===== config.mk =====
export PLATFORM = sky130hd
export DESIGN_NAME = generic_sc_word_packer
export DESIGN_NICKNAME = d
export VERILOG_FILES = /design/src/rtl/generic_sc_word_packer.sv
export SDC_FILE = /design/constraint.sdc
export NUM_CORES = 1
export LEC_CHECK = 0
export CAP_MARGIN = 20
export CORE_MARGIN = 10
export CORE_UTILIZATION = 55
export DETAILED_ROUTE_END_ITERATION = 16
export PLACE_DENSITY = 0.8
export SLEW_MARGIN = 20
export SYNTH_ARGS = -nofsm -noshare
export SYNTH_HDL_FRONTEND = slang
export SYNTH_SLANG_ARGS = --single-unit
export TNS_END_PERCENT = 30

===== constraint.sdc =====
create_clock -name clk_i -period 22.4 [get_ports clk_i]
set_clock_uncertainty 0.15 [all_clocks]
set_input_delay 3.36 -clock clk_i [delete_from_list [all_inputs] [get_ports clk_i]]
set_output_delay 3.36 -clock clk_i [all_outputs]
set_load 0.05 [all_outputs]

===== src/rtl/generic_sc_word_packer.sv =====
// generic_sc_word_packer
// Collects DATA_RATIO narrow beats into one wide word (lane 0 = first beat)
// and hands it to a width-adapting FIFO write port through a one-word
// holding register that absorbs FIFO back-pressure.
module generic_sc_word_packer #(
   parameter int unsigned           IN_DATA_W  = 32,
   parameter int unsigned           OUT_DATA_W = 256,
   parameter int unsigned           DATA_RATIO = OUT_DATA_W / IN_DATA_W,
   parameter int unsigned           EXTEND_W   = $clog2(DATA_RATIO),
   parameter logic [IN_DATA_W-1:0]  PAD_VALUE  = '0
) (
   input  logic                  clk_i,
   input  logic                  rst_i,
   input  logic                  snk_valid_i,
   input  logic [IN_DATA_W-1:0]  snk_data_i,
   input  logic                  snk_last_i,
   output logic                  snk_ready_o,
   input  logic                  fifo_full_i,
   output logic                  fifo_wr_en_o,
   output logic [OUT_DATA_W-1:0] fifo_wr_data_o,
   output logic                  busy_o
);

   localparam logic [EXTEND_W-1:0] LAST_LANE = EXTEND_W'(DATA_RATIO - 1);
   localparam logic [DATA_RATIO-1:0][IN_DATA_W-1:0] PAD_WORD = {DATA_RATIO{PAD_VALUE}};

   logic [EXTEND_W-1:0]                  lane_cnt;
   logic [DATA_RATIO-1:0][IN_DATA_W-1:0] asm_q;
   logic [DATA_RATIO-1:0][IN_DATA_W-1:0] new_word;
   logic [OUT_DATA_W-1:0]                out_data;
   logic                                 out_valid;
   logic                                 accept;
   logic                                 complete;

   assign fifo_wr_en_o   = out_valid && !fifo_full_i;
   assign fifo_wr_data_o = out_data;
   assign snk_ready_o    = !(out_valid && fifo_full_i);
   assign accept         = snk_valid_i && snk_ready_o;
   assign complete       = accept && ((lane_cnt == LAST_LANE) || snk_last_i);
   assign busy_o         = (lane_cnt != '0) || out_valid;

   // Completed word: lanes above lane_cnt already hold PAD_VALUE in asm_q.
   always_comb begin
      new_word           = asm_q;
      new_word[lane_cnt] = snk_data_i;
   end

   // Assembly lanes and lane counter; a completion re-pads every lane.
   always_ff @(posedge clk_i or posedge rst_i) begin
      if (rst_i) begin
         lane_cnt <= '0;
         asm_q    <= PAD_WORD;
      end else if (complete) begin
         lane_cnt <= '0;
         asm_q    <= PAD_WORD;
      end else if (accept) begin
         lane_cnt        <= lane_cnt + EXTEND_W'(1);
         asm_q[lane_cnt] <= snk_data_i;
      end
   end

   // Output holding register; a new completion overrides the clear caused
   // by a same-cycle write so back-to-back wide words keep out_valid high.
   always_ff @(posedge clk_i or posedge rst_i) begin
      if (rst_i) begin
         out_data  <= '0;
         out_valid <= 1'b0;
      end else if (complete) begin
         out_data  <= new_word;
         out_valid <= 1'b1;
      end else if (fifo_wr_en_o) begin
         out_valid <= 1'b0;
      end
   end

endmodule


* Yosys cells after proc, flatten, opt, wreduce, memory -nomap -nowiden
Cells that the tools add are included. W data, S select, Z words.
Storage, ports and cells: output and inout port bits 259, bits in read-only memories 0, bits in latches 0, RAM bits 0, input port bits 37, logic and storage cells 36, memories kept 0, register bits after elaboration 516
Operators by class: $lt $le $gt $ge 2, reduce and logical (&&, ||, !) cells 12, shifts and indexed selects 0, $mul 0, eq/ne operators 1, div/mod/pow operators 0, bitwise gates (word level) 0, mux-type cells 9, add/sub/neg operators 1
Operator list (count):
- $mux W256 | 2
- $bwmux W256 | 1
- $demux W32 S3 | 1
- $mux W32 | 1
- $mux W3 | 2
- $logic_and A1 B1 Y1 | 5
- $lt A3 B4 Y1 const B | 1
- $reduce_bool A2 Y1 | 2
- $add A3 B1 Y3 const B | 1
- $eq A3 B3 Y1 const B | 1
- $ge A3 B1 Y1 const B | 1
- $reduce_bool A3 Y1 | 1
- $logic_not A1 Y1 | 2
- $logic_or A1 B1 Y1 | 2
- $mux W1 | 2

* Longest topological paths before layout
depth after elaboration 7, mapped depth 8, gate-level depth less buffers 5

* Worst setup path after synthesis
Ideal clock, no wire load.
path kind input to output, start point input fifo_full_i, end point output fifo_wr_en_o, path buffers 0, required time 18890 ps, data arrival time 4049 ps, stages on the path 1, path slack 14841 ps, cell sequence nor2b_1
On the way: longest elaborated chain between the ends 2
RTL lines:
- start: declaration | RTL line 18 | input logic fifo_full_i,
- $logic_not A1 Y1 | RTL line 35 | assign fifo_wr_en_o = out_valid && !fifo_full_i;
- $logic_and A1 B1 Y1 | RTL line 35
- end: declaration | RTL line 19 | output logic fifo_wr_en_o,
No other way between the ends.

* Worst setup path in the final report
Same ends and word-level chain as after synthesis.

==> impl_metrics.ini <==
[sta]
fin_setup_tns_ns = 0
maxSlewViolCount = 0
rsz0062_at_grt = false
min_period_ns = 8.40
finalCritPeriodShare = 0.375
fmax_mhz = 119
finalHoldViolCount = 0
finalSetupViolCount = 0
relSlewSlack = 0.314
worst_slew_pin_slew_ns = 1.03

[logic_synthesis]
synth_top_flop_cell = dfrtp_1
synth_top_area_frac = 0.597
synth_edf_count = 0
synth.largest_area_cell = dfrtp_1
postSynth.asyncResetShare = 1.00
syn_avg_cell_area_um2 = 11.8
synth.cell_area_um2 = 21600
yosysMostFrequentCell = dfrtp_1
ys_types = 26
yosys_warnings = 0
synth_seq_area_share = 0.597
syn_nets = 1868
synth_seq_cells = 516
synthTopCellsByArea = dfrtp_1 60%, mux2i_1 12%, o21ai_0 11%
postSynthCellCount = 1828
synth_top_cells_by_count = 516 x dfrtp_1, 493 x o21ai_0, 256 x mux2i_1

[die]
rows = 72
io_pins = 296
initial_utilization = 0.559
dieArea_um2 = 47700
fp.dieW_um = 218
core_um2 = 38700
die_y_um = 218

[routing]
num_vias = 16700
drt_iter0_drc = 1761
drc = 0
ant_nets = 0
wl_per_cell_um = 26.7
firstDrtPassIters = 5
viasPerCell = 6.53
wl_um = 68100

[global_route]
antenna_found_initial = 1
first_global_vias = 17000
grt_max_degree = 136
grt_overflow = 0
gr-usage-all-layers = 0.281
grt_pass1_wl_um = 105000

[setup_path]
reg2reg_from = lane_cnt[0]$_DFFE_PP0P_
startpoint = fifo_full_i
worst_ep_arrival_time_ns = 4.89
critical_path.max_fanout = 4
worstSetupPathType = input port to output port
critPathRequiredTime_ns = 18.89
startpoint_type = input port
crit_path_end_kind = output port

[cts]
clk_latency_ns = 0.59
postCtsHoldBufs = 0
clockRootBuffer = clkbuf_16
cts_made_buffers = 51
h-tree-depth = 2
clockBufferDepth = 3
post-cts-setup-buffers = 0
cts_tree = built
cts.sinks = 516
cts_resized = 0
cts.clk_slew.worst_paths_ns = 0.06

[cells_and_area]
area_delta_synth_final_pct = 22.3
nets = 2034
drive_gt1_frac = 0.0683

[power]
power_leakage_nw = 11.9
total_power_mw = 2.65
powerDensity_nw_per_um2 = 100
ir_drop_v = 0.0000656

[place]
numPortBuffers = 295
place.gp.congestion = 0.854
hpwlAfterDp_um = 40400

[job]
cap_violations = 0

[status]
status = finished, final reports clean

[hold_path]
worstHoldPathType = register to register
hp-start = asm_q[40]$_DFFE_PP0P_
-- state kept, by name (all words and copies together), names as in the netlist --
register	count
asm_q	256
out_valid	1
fifo_wr_data_o	256
lane_cnt	3
-- power breakdown --
group	total (mW)	internal, mW	switching, mW
combinational	0.655	0.205	0.450
sequential	1.09	1.03	0.0656
clock	0.900	0.532	0.368
-- critical path, cell delays in order --
cell and delay (ns):
clkdlybuf4s50_1 0.52, nor2b_1 0.18, clkdlybuf4s50_1 0.83
-- cell families (layout without fill, tap and decap cells) --
| family | after synthesis | count (layout) | share of synthesized area |
|---|---|---|---|
| adder cells (fa/ha/maj) | 3 | 3 | 0.00173 |
| flip-flops | 516 | 516 | 0.597 |
| AND/OR/NAND/NOR | 61 | 61 | 0.0132 |
| multiplexers | 256 | 256 | 0.118 |
| other | 0 | 1 | 0 |
| buffers and inverters | 212 | 419 | 0.0442 |
| AO/OA/AOI/OAI | 780 | 780 | 0.226 |
-- final timing paths --
check	slack, ns	endpoint	cells after the start
min	0.34	asm_q[40]$_DFFE_PP0P_	1
max in group asynchronous	15.99	fifo_wr_data_o[230]$_DFFE_PP0P_	6
max reg2reg	18.35	asm_q[94]$_DFFE_PP0P_	7
min reg2reg	0.34	asm_q[40]$_DFFE_PP0P_	1
min in group asynchronous	3.19	fifo_wr_data_o[152]$_DFFE_PP0P_	2
max	14.00	fifo_wr_en_o	3
-- layout by cell type, fill, tap and decap left out, drive strengths merged, types with 12 or more instances in the layout --
cell           count
o21ai            518
clkbuf            74
o2bb2ai          224
mux2i            256
dfrtp            516
clkinv            12
a22o              32
nand2             41
clkdlybuf4s50    295
buf               27
-- through the flow --
stage	std cells	area [um^2]	setup WS, ns	utilization	hold slack [ns]
2_1_floorplan	1828	21600	4.48	-	0.305
3_3_place_gp	2455	24600	14.03	0.635	0.319
3_5_place_dp	2457	24600	14.01	0.636	0.323
4_1_cts	2551	26400	13.99	0.682	0.341
5_1_grt	2554	26500	13.93	0.683	0.348
6_report	2554	26500	14.00	0.683	0.335
-- cell type report --
cell class                 count  area (um^2)
clock buffer                  74         1540
tap                          518          648
clock inverter                20          233
sequential                   516        12900
multi-input combinational   1100         7890
antenna                        1         2.50
inverter                       3         18.8
timing repair buffer         322         3240
fill                        2770        12300
-- routing by layer --
layer,track usage,vias to the layer above,wire length (um)
li1,-,7048,-
met1,0.373,8677,27400
met2,0.445,813,32600
met3,0.0646,130,6010
met4,0.103,0,2050
met5,0,-,0
No activity file was read; power rests on OpenSTA's default activity.
